==> config.mk <==
export PLATFORM = sky130hd
export DESIGN_NAME = dot_matrix_scroll_ctrl_flat
export DESIGN_NICKNAME = d
export VERILOG_FILES = /design/src/rtl/dot_matrix_scroll_ctrl_pkg.sv /design/src/rtl/dot_matrix_scroll_ctrl_if.sv /design/src/rtl/dot_matrix_scroll_ctrl_font_rom.sv /design/src/rtl/dot_matrix_scroll_ctrl.sv /design/src/flat_wrapper.sv
export SDC_FILE = /design/constraint.sdc
export NUM_CORES = 1
export LEC_CHECK = 0
export BUFFER_PORTS_ARGS = -buffer_cell sky130_fd_sc_hd__buf_2
export CORE_MARGIN = 2
export CORE_UTILIZATION = 55
export DETAILED_ROUTE_END_ITERATION = 6
export MAX_ROUTING_LAYER = met4
export PLACE_DENSITY = 0.86
export RECOVER_POWER = 25
export SLEW_MARGIN = 20
export SYNTH_ARGS = -nofsm -noshare
export SYNTH_HDL_FRONTEND = slang
export SYNTH_HIERARCHICAL = 1
export SYNTH_SLANG_ARGS = --single-unit
==> constraint.sdc <==
create_clock -name clk_i -period 3.15 [get_ports clk_i]
set_input_delay 0.945 -clock clk_i [delete_from_list [all_inputs] [get_ports clk_i]]
set_output_delay 0.945 -clock clk_i [all_outputs]
set_load 0.02 [all_outputs]
==> src/rtl/dot_matrix_scroll_ctrl_pkg.sv <==
// Shared types, constants and helpers for the dot-matrix scroll controller.
// The font table here is the single source of glyph data for the ROM.
package dot_matrix_scroll_ctrl_pkg;

  typedef enum logic [1:0] {StAddrA, StAddrB, StLoad, StHold} scan_state_e;

  localparam logic [6:0] SpaceCode = 7'h20;
  localparam int unsigned CodeW = 7;

  function automatic int unsigned clog2_min1(input int unsigned n);
    return (n > 1) ? $clog2(n) : 1;
  endfunction

  function automatic scan_state_e scan_state(input int unsigned cnt);
    if (cnt == 0) return StAddrA;
    if (cnt == 1) return StAddrB;
    if (cnt == 2) return StLoad;
    return StHold;
  endfunction

  // 8x8 glyphs, row 0 in bits 63:56, MSB of each row is the leftmost pixel.
  function automatic logic [63:0] font_glyph(input logic [6:0] code);
    case (code)
      7'h30:   return 64'h3C666E7666663C00;
      7'h31:   return 64'h1838181818187E00;
      7'h32:   return 64'h3C66060C30607E00;
      7'h33:   return 64'h3C66061C06663C00;
      7'h41:   return 64'h183C66667E666600;
      7'h42:   return 64'h7C66667C66667C00;
      default: return 64'h0;
    endcase
  endfunction

endpackage

==> src/rtl/dot_matrix_scroll_ctrl_if.sv <==
// Game-logic side buffer/mode controls and matrix pin outputs.
interface dot_matrix_scroll_ctrl_if
  import dot_matrix_scroll_ctrl_pkg::*;
#(
  parameter int unsigned ROWS      = 8,
  parameter int unsigned COLS      = 8,
  parameter int unsigned NUM_CHARS = 4
);
  // One spare code point so out-of-range indices are representable.
  localparam int unsigned AddrW = clog2_min1(NUM_CHARS + 1);

  logic             wr_en;
  logic [AddrW-1:0] wr_addr;
  logic [6:0]       wr_data;
  logic             scroll_en;
  logic [AddrW-1:0] char_sel;
  logic             blank;
  logic [ROWS-1:0]  row;
  logic [COLS-1:0]  col;
  logic             frame_start;

  modport master (
    output wr_en, wr_addr, wr_data, scroll_en, char_sel, blank,
    input  row, col, frame_start
  );

  modport slave (
    input  wr_en, wr_addr, wr_data, scroll_en, char_sel, blank,
    output row, col, frame_start
  );

endinterface

==> src/rtl/dot_matrix_scroll_ctrl_font_rom.sv <==
// Synchronous font ROM, one-cycle latency; address is {code, row_idx}.
module dot_matrix_scroll_ctrl_font_rom
  import dot_matrix_scroll_ctrl_pkg::*;
#(
  parameter int unsigned ROWS = 8,
  parameter int unsigned COLS = 8,
  localparam int unsigned RowW = clog2_min1(ROWS)
) (
  input  logic                    clk_i,
  input  logic                    rst_ni,
  input  logic [CodeW+RowW-1:0]   addr_i,
  output logic [COLS-1:0]         data_o
);

  logic [63:0]     glyph;
  logic [7:0]      bits;
  logic [COLS+7:0] wide;
  logic [COLS-1:0] data_d, data_q;

  always_comb begin
    glyph  = font_glyph(addr_i[CodeW+RowW-1 -: CodeW]);
    glyph  = glyph << (32'(addr_i[RowW-1:0]) * 8);
    bits   = (32'(addr_i[RowW-1:0]) < 8) ? glyph[63:56] : 8'h00;
    // Crop or zero-pad the 8-wide glyph to COLS, keeping it left-aligned.
    wide   = {bits, COLS'(0)};
    data_d = wide[COLS+7 -: COLS];
  end

  always_ff @(posedge clk_i or negedge rst_ni) begin
    if (!rst_ni) data_q <= '0;
    else         data_q <= data_d;
  end

  assign data_o = data_q;

endmodule

==> src/rtl/dot_matrix_scroll_ctrl.sv <==
// Row-scanning dot-matrix controller: character buffer, two-glyph fetch per row,
// barrel-extracted window for static or scrolling display.
module dot_matrix_scroll_ctrl
  import dot_matrix_scroll_ctrl_pkg::*;
#(
  parameter int unsigned ROWS          = 8,
  parameter int unsigned COLS          = 8,
  parameter int unsigned NUM_CHARS     = 4,
  parameter int unsigned SCAN_DIV      = 1000,
  parameter int unsigned SCROLL_FRAMES = 8
) (
  input logic                     clk_i,
  input logic                     rst_ni,
  dot_matrix_scroll_ctrl_if.slave bus_io
);

  localparam int unsigned Strip  = NUM_CHARS * COLS;
  localparam int unsigned RowW   = clog2_min1(ROWS);
  localparam int unsigned DivW   = clog2_min1(SCAN_DIV);
  localparam int unsigned StripW = clog2_min1(Strip);
  localparam int unsigned FrmW   = clog2_min1(SCROLL_FRAMES);
  localparam int unsigned ChW    = clog2_min1(NUM_CHARS);

  logic [6:0]       chars_q [NUM_CHARS];
  logic [DivW-1:0]  div_q, div_d;
  logic [RowW-1:0]  row_idx_q, row_idx_d;
  logic [StripW-1:0] offset_q, offset_d;
  logic [FrmW-1:0]  frame_q, frame_d;
  logic [COLS-1:0]  a_row_q, a_row_d;
  logic [ROWS-1:0]  strobe_q, strobe_d;
  logic [COLS-1:0]  col_q, col_d;
  logic             fs_q, fs_d;

  scan_state_e          state;
  int unsigned          a_idx, b_idx, shift, sel;
  logic [6:0]           rom_code;
  logic [COLS-1:0]      rom_data;
  logic [2*COLS-1:0]    window;
  logic                 row_end, frame_end;

  dot_matrix_scroll_ctrl_font_rom #(
    .ROWS (ROWS),
    .COLS (COLS)
  ) u_font_rom (
    .clk_i  (clk_i),
    .rst_ni (rst_ni),
    .addr_i ({rom_code, row_idx_q}),
    .data_o (rom_data)
  );

  always_comb begin
    state     = scan_state(32'(div_q));
    a_idx     = 32'(offset_q) / COLS;
    b_idx     = (a_idx + 1) % NUM_CHARS;
    shift     = 32'(offset_q) % COLS;
    rom_code  = (state == StAddrA) ? chars_q[ChW'(a_idx)] : chars_q[ChW'(b_idx)];
    window    = {a_row_q, rom_data} << shift;
    row_end   = (div_q == DivW'(SCAN_DIV - 1));
    frame_end = row_end && (row_idx_q == RowW'(ROWS - 1));

    div_d     = row_end ? '0 : div_q + DivW'(1);
    row_idx_d = row_idx_q;
    if (row_end) row_idx_d = (row_idx_q == RowW'(ROWS - 1)) ? '0 : row_idx_q + RowW'(1);

    // Offset only moves at frame end so a frame never shows two offsets.
    offset_d = offset_q;
    frame_d  = frame_q;
    sel      = 0;
    if (frame_end) begin
      if (bus_io.scroll_en) begin
        if (frame_q == FrmW'(SCROLL_FRAMES - 1)) begin
          frame_d  = '0;
          offset_d = (offset_q == StripW'(Strip - 1)) ? '0 : offset_q + StripW'(1);
        end else begin
          frame_d = frame_q + FrmW'(1);
        end
      end else begin
        if (32'(bus_io.char_sel) < NUM_CHARS) sel = 32'(bus_io.char_sel);
        offset_d = StripW'(sel * COLS);
        frame_d  = '0;
      end
    end

    a_row_d  = (state == StAddrB) ? rom_data : a_row_q;
    strobe_d = strobe_q;
    col_d    = col_q;
    fs_d     = 1'b0;
    if (state == StLoad) begin
      strobe_d = ROWS'(1) << row_idx_q;
      col_d    = bus_io.blank ? '0 : window[2*COLS-1 -: COLS];
      fs_d     = (row_idx_q == '0);
    end
  end

  always_ff @(posedge clk_i or negedge rst_ni) begin
    if (!rst_ni) begin
      div_q     <= '0;
      row_idx_q <= '0;
      offset_q  <= '0;
      frame_q   <= '0;
      a_row_q   <= '0;
      strobe_q  <= '0;
      col_q     <= '0;
      fs_q      <= 1'b0;
      for (int i = 0; i < int'(NUM_CHARS); i++) chars_q[i] <= SpaceCode;
    end else begin
      div_q     <= div_d;
      row_idx_q <= row_idx_d;
      offset_q  <= offset_d;
      frame_q   <= frame_d;
      a_row_q   <= a_row_d;
      strobe_q  <= strobe_d;
      col_q     <= col_d;
      fs_q      <= fs_d;
      if (bus_io.wr_en && (32'(bus_io.wr_addr) < NUM_CHARS)) begin
        chars_q[ChW'(bus_io.wr_addr)] <= bus_io.wr_data;
      end
    end
  end

  assign bus_io.row         = strobe_q;
  assign bus_io.col         = col_q;
  assign bus_io.frame_start = fs_q;

endmodule

==> src/flat_wrapper.sv <==
// flat-port wrapper written by rule: the top's interface ports become plain ports
module dot_matrix_scroll_ctrl_flat import dot_matrix_scroll_ctrl_pkg::*;
#(
  parameter int unsigned ROWS          = 8,
  parameter int unsigned COLS          = 8,
  parameter int unsigned NUM_CHARS     = 4,
  parameter int unsigned SCAN_DIV      = 1000,
  parameter int unsigned SCROLL_FRAMES = 8
)
  (clk_i, rst_ni, bus_io_wr_en, bus_io_wr_addr, bus_io_wr_data, bus_io_scroll_en, bus_io_char_sel, bus_io_blank, bus_io_row, bus_io_col, bus_io_frame_start);
  dot_matrix_scroll_ctrl_if #(.ROWS(ROWS), .COLS(COLS), .NUM_CHARS(NUM_CHARS)) bus_io_i ();
  input logic clk_i;
  input logic rst_ni;
  input wire logic [$bits(bus_io_i.wr_en)-1:0] bus_io_wr_en;
  input wire logic [$bits(bus_io_i.wr_addr)-1:0] bus_io_wr_addr;
  input wire logic [$bits(bus_io_i.wr_data)-1:0] bus_io_wr_data;
  input wire logic [$bits(bus_io_i.scroll_en)-1:0] bus_io_scroll_en;
  input wire logic [$bits(bus_io_i.char_sel)-1:0] bus_io_char_sel;
  input wire logic [$bits(bus_io_i.blank)-1:0] bus_io_blank;
  output wire logic [$bits(bus_io_i.row)-1:0] bus_io_row;
  output wire logic [$bits(bus_io_i.col)-1:0] bus_io_col;
  output wire logic [$bits(bus_io_i.frame_start)-1:0] bus_io_frame_start;
  assign bus_io_i.wr_en = bus_io_wr_en;
  assign bus_io_i.wr_addr = bus_io_wr_addr;
  assign bus_io_i.wr_data = bus_io_wr_data;
  assign bus_io_i.scroll_en = bus_io_scroll_en;
  assign bus_io_i.char_sel = bus_io_char_sel;
  assign bus_io_i.blank = bus_io_blank;
  assign bus_io_row = bus_io_i.row;
  assign bus_io_col = bus_io_i.col;
  assign bus_io_frame_start = bus_io_i.frame_start;
  dot_matrix_scroll_ctrl #(.ROWS(ROWS), .COLS(COLS), .NUM_CHARS(NUM_CHARS), .SCAN_DIV(SCAN_DIV), .SCROLL_FRAMES(SCROLL_FRAMES)) u_core (.clk_i(clk_i), .rst_ni(rst_ni), .bus_io(bus_io_i));
endmodule
[After elaboration in Yosys (flattened, before gate mapping)]
Index checks and enable logic that the tools add are counted.
Storage, ports and cells
  register bits after elaboration: 82
  memories kept: 0
  memory bits (writable): 0
  output and inout port bits: 17
  logic and storage cells: 85
  input bits: 18
  latch bits: 0
  memory bits (read-only): 0
Cells by class
  divide/modulo/power cells: 0
  equal/unequal tests: 15
  multiply operators: 0
  shift operators: 3
  add/sub/neg operators: 5
  bitwise gates (word level): 3
  $lt $le $gt $ge: 6
  mux-type cells: 33
  reduce and logical (&&, ||, !) cells: 7
Operator list (count)
  $pmux W63 S6: 1
  $shl A64 B6 Y64: 1
  $mux W7: 6
  $bmux W7 S2: 2
  $bwmux W28: 1
  $eq A7 B6 Y1 const B: 4
  $shl A16 B3 Y16: 1
  $mux W5: 3
  $demux W7 S2: 1
  $eq A7 B7 Y1 const B: 2
  $mux W2: 7
  $add A10 B1 Y10 const B: 1
  $eq A10 B1 Y1 const B: 1
  $eq A10 B10 Y1 const B: 1
  $eq A10 B2 Y1 const B: 1
  $logic_not A10 Y1: 1
  $mux W10: 1
  $ge A3 B3 Y1 const B: 3
  $mux W3: 3
  $not A2 Y3: 3
  $mux W8: 1
  $shl A1 B3 Y8 const A: 1
  $mux W1: 7
  $add A3 B1 Y3 const B: 2
  13 further kinds: 17

[Longest topological paths before layout]
  word-level depth: 13
  gate-level depth with buffers: 13
  depth with buffers taken out: 10

[By module]
Netlist, hierarchy kept.
By module, submodules not included
  dot_matrix_scroll_ctrl: area each 4186.5 um^2, instances 1, sequential area each 1856.8 um^2, cells each 380
  dot_matrix_scroll_ctrl_font_rom: area each 754.5 um^2, instances 1, sequential area each 150.1 um^2, cells each 92

[Worst setup path before layout]
No wires, ideal clock.
  path kind: register to register
  from: register u_core.div_q[3]
  to: register u_core.u_font_rom.data_q[3] (netlist: u_core/u_font_rom/data_o[3])
  arrival: 3.066 ns
  cell stages (with the launch flop): 14
  library setup time: 0.086 ns
  period minus slack after synthesis: 3.152 ns
  path buffers: 4
  required time: 3.064 ns
  path slack: -0.002 ns
  cell sequence: dfrtp_1 -> buf_6 -> nor4_1 -> and3_1 -> clkbuf_1 -> buf_2 -> mux2_2 -> a211o_1 -> or3b_1 -> buf_6 -> nor2_8 -> a2bb2oi_4 -> o2111ai_1 -> o221ai_2
Between the ends
  cells in the longest elaborated chain, start to end: 12
  elaborated cells between the ends (all ways): 24
  those cells by class: eq/ne (8); shift (1); mux (13); reduce/logical (2)
RTL lines
  start: declaration: RTL line dot_matrix_scroll_ctrl.sv:25  | logic [DivW-1:0] div_q, div_d;
  start signal: assignment: RTL line dot_matrix_scroll_ctrl.sv:107  | div_q <= div_d;
  $eq A10 B2 Y1: RTL line dot_matrix_scroll_ctrl_pkg.sv:17  | if (cnt == 2) return StLoad;
  $mux W1 (2 in series): RTL line dot_matrix_scroll_ctrl_pkg.sv:17
  $mux W1: RTL line dot_matrix_scroll_ctrl_pkg.sv:16  | if (cnt == 1) return StAddrB;
  $mux W2: RTL line dot_matrix_scroll_ctrl_pkg.sv:18  | return StHold;
  $mux W2: RTL line dot_matrix_scroll_ctrl_pkg.sv:17
  $mux W2 (*): RTL line dot_matrix_scroll_ctrl_pkg.sv:16
  $logic_not A2 Y1 (*): RTL line dot_matrix_scroll_ctrl.sv:56  | rom_code = (state == StAddrA) ? chars_q[ChW'(a_idx)] : chars_q[ChW'(b_idx)];
  $mux W7 (*): RTL line dot_matrix_scroll_ctrl.sv:56
  named net u_core.rom_code[4]: RTL line dot_matrix_scroll_ctrl.sv:36  | logic [6:0] rom_code;
  $eq A7 B7 Y1 / $eq A7 B6 Y1 (equally long branches): RTL line dot_matrix_scroll_ctrl_pkg.sv:23  | case (code)
  $pmux W63 S6 (*): RTL line dot_matrix_scroll_ctrl_pkg.sv:23
  $shl A64 B6 Y64 (*): RTL line dot_matrix_scroll_ctrl_font_rom.sv:22  | glyph = glyph << (32'(addr_i[RowW-1:0]) * 8);
  named net u_core.u_font_rom.glyph[59]: RTL line dot_matrix_scroll_ctrl_font_rom.sv:15  | logic [63:0] glyph;
  end signal: assignment: RTL line dot_matrix_scroll_ctrl_font_rom.sv:31  | else data_q <= data_d;
  end: declaration: RTL line dot_matrix_scroll_ctrl_font_rom.sv:18  | logic [COLS-1:0] data_d, data_q;
The timed path passes the listed nets; every way through them passes the cells marked *. The select of a mux whose other input is x is not followed.
A chain may end at the register's enable or synchronous reset.

[Worst setup path in the final report]
  from: register u_core.div_q[9]
  to: register u_core.u_font_rom.data_q[6] (netlist: u_core/u_font_rom/data_o[6])
Same word-level chain as after synthesis.

==> qor.txt <==
commonest non-fill, non-tap cell in the layout = dfrtp_1
status = finished, violations left
Post-Synthesis Cells = 472
power share of the clock group = 0.362
worst hold start = u_core/bus_io.row[6]
slowest stage delay, CP = 0.58 ns
vias per cell = 6.15
setup violators final = 0
first-pass GRT wire length = 18600 um
CP max-delay cell = or4b_4
Die Ht = 98.8 um
Die X = 98.8 um
Worst Tran Pin Value = 1.96 ns
CTS Buf Count = 9
Worst-path clk slew = 0.09 ns
Flop pwr share = 0.451
Setup Skew = 0.0124 ns
Min-Delay Endpoint = u_core/bus_io.row[6]
crit share post-route = 0.968
Post-synth top flop = dfrtp_1
Post-Layout Cell Count = 633
hold depth = 2
Fmax = 328 MHz
Setup CP Type = flip-flop to flip-flop
Mapped Area = 4940 um2
clk_lat worst skew = 0.36 ns
share of layout cells above drive strength 1 = 0.318
Post-DP HPWL = 7480 um
initial antenna violation count = 0
post-synthesis cell type count = 71
largest net degree at the start of global routing = 81
Final Power = 2.64 mW
final antenna-violating net count = 0
Initial Util = 0.567
Layout Cell Area excl Fill = 5650 um2
critical path buffer and inverter count = 1
Seq/Total Area, Yosys = 0.406
worst r2r src = u_core/div_q[9]
Worst R2R Path Depth = 10
failing checks = max-capacitance violations, max-slew violations
Vias = 3893
R2R Setup Slk = 0.10 ns
clk sink count = 80
number of diodes = 0
Max-Cap Viols = 1
synth warn = 6
Hold Crit Class = flip-flop to flip-flop
CTS tree = built
H-tree Lvls = 3
dpl cells = 613
die area = 9760 um2
Clock Tree Root = clkbuf_8
Sw Share = 0.274
drt first pass iters = 6
IO Count = 35
final net count = 552
global-route usage over all layers = 0.240
maximum VDD drop = 0.270 mV
Worst Path Max Fanout = 13
final slew viol count = 81
post-synthesis register bit count = 80
WL final = 10800 um
Post-DP Area = 5320 um2
Fill cells = 660
DRC viols = 0
number of flops mapped to enable cells by yosys = 0
routed len/inst = 17.1 um
Tmin final = 3.05 ns
critical path cell sequence = nor4_4, and3_4, buf_12, mux2_2, a211o_1, or4b_4, nor2_2, a31oi_1, o21a_1, a211oi_2
vias in the first global route = 3965
P_sw = 723 uW
RR Endpoint = u_core/u_font_rom/data_o[6]
Final Wtd Congestion = 0.907
Final Util = 0.647
FP Rows = 34
area grow syn2layout = 14.3%
port bufs = 34
Clock Path Buffers = 2
Rel. slew slack = -0.307
PwrDens = 467 nW/um2
total gr overflow = 0
Critical Path AT = 3.33 ns
syn avg cell area = 10.5 um2
cell family with most CP delay = simple AND/OR/NAND/NOR gates
Int Power = 1.92 mW
most frequent cells in the layout = 73 x dfrtp_1, 54 x nand2_1, 50 x mux2_2
core area = 8720 um2
CP startpoint kind = flip-flop
DRT iter0 DRCs = 239
Crit path required time = 3.44 ns
asr flop ratio synth = 1.00
Comb power frac = 0.187
crit path capture type = flip-flop
Final Hold Viols = 0
Lkg Pwr = 2.44 nW
## power groups by stage
stage               Sequential, mW  Clock, mW  Combinational (mW)
floorplan                     1.19          0               0.340
global placement              1.20          0               0.457
detailed placement            1.21          0               0.475
CTS                           1.19      0.970               0.481
global route                  1.20       1.01               0.542
finish                        1.19      0.954               0.494
## through the flow
stage	setup TNS, ns	setup slack [ns]	hold WS [ns]
global route	-0.0301	-0.0301	0.520
CTS	0	0.0308	0.498
detailed placement	-0.156	-0.0716	0.479
global placement	0	0.0641	0.457
floorplan	0	0.0542	0.470
finish	0	0.100	0.491
## logic make-up (layout without fill, tap and decap cells)
| family | count (synthesis) | in the layout | share of synthesized area |
|---|---|---|---|
| AND/OR/NAND/NOR | 156 | 156 | 0.165 |
| XOR/XNOR | 9 | 9 | 0.0175 |
| flip-flops | 80 | 80 | 0.406 |
| other | 1 | 2 | 0.000759 |
| adder cells (fa/ha/maj) | 15 | 15 | 0.0375 |
| multiplexers | 94 | 94 | 0.219 |
| buffers and inverters | 40 | 92 | 0.0400 |
| AO/OA/AOI/OAI | 77 | 77 | 0.114 |
## layout make-up
type / instances / area (um2) / share of cell area
clock inverters: 6 / 115 / 0.0204
clock buffers: 10 / 138 / 0.0244
repair buffers: 66 / 419 / 0.0742
multi-input cells: 353 / 2790 / 0.494
flip-flops and latches: 80 / 2010 / 0.356
well taps: 108 / 135 / 0.0239
inverters: 10 / 37.5 / 0.00665
## registers in the layout (all words and copies together) (netlist names)
register,flops
u_core/offset_q,5
u_core/chars_q,28
u_core/frame_q,3
u_core/u_font_rom/data_o,6
u_core/bus_io.frame_start,1
u_core/bus_io.col,8
u_core/row_idx_q,3
u_core/div_q,10
u_core/a_row_q,8
u_core/bus_io.row,8
## tightest hold or removal path: cells and delay by family (launching register included)
family	cells	cell delay (ns)
flops	1	0.35
compound gates	1	0.06
simple gates	1	0.05
## synth_stat cells (4+ instances only)
cell type,count,share of area
inv_1,10,0.0076
nand3_1,11,0.011
nor4_1,4,0.0051
a211o_1,6,0.011
nand2_1,54,0.041
buf_6,4,0.0091
clkbuf_1,16,0.012
mux2i_1,37,0.075
ha_1,14,0.035
dfstp_2,4,0.021
dfrtp_1,76,0.38
xor2_1,5,0.0089
a22o_1,6,0.011
nor2_1,30,0.023
a21oi_1,8,0.0081
o31ai_1,5,0.0076
o21ai_0,17,0.017
nand2b_1,11,0.014
o21ai_1,8,0.0081
mux2_2,50,0.11
buf_2,8,0.0081
mux4_2,6,0.027
nor2b_1,10,0.013
## metal layers
| metal | track usage | vias up | routed length [um] |
|---|---|---|---|
| met5 | - | - | 0 |
| met4 | 0.0822 | 0 | 206 |
| met3 | 0.0489 | 33 | 477 |
| met2 | 0.401 | 132 | 5580 |
| met1 | 0.292 | 1929 | 4570 |
| li1 | - | 1799 | - |
## worst max-delay path by stage
| stage | startpoint | to | cells past startpoint |
|---|---|---|---|
| 5_1_grt | u_core/div_q[9] | u_core/u_font_rom/data_o[6] | 10 |
| 2_1_floorplan | u_core/div_q[3] | u_core/u_font_rom/data_o[3] | 13 |
| 4_1_cts | u_core/div_q[1] | u_core/u_font_rom/data_o[3] | 12 |
| 3_3_place_gp | u_core/div_q[6] | u_core/u_font_rom/data_o[6] | 10 |
| 3_5_place_dp | u_core/div_q[6] | u_core/u_font_rom/data_o[3] | 10 |
| 6_report | u_core/div_q[9] | u_core/u_font_rom/data_o[6] | 10 |
## what timing repair did
item                       4_1_cts  5_1_grt
hold buffers                     0        0
pin swaps                        0        2
resized for setup                3       12
setup endpoints to repair        5        5
buffers inserted                 1        3
(Power assumes the default switching activity.)
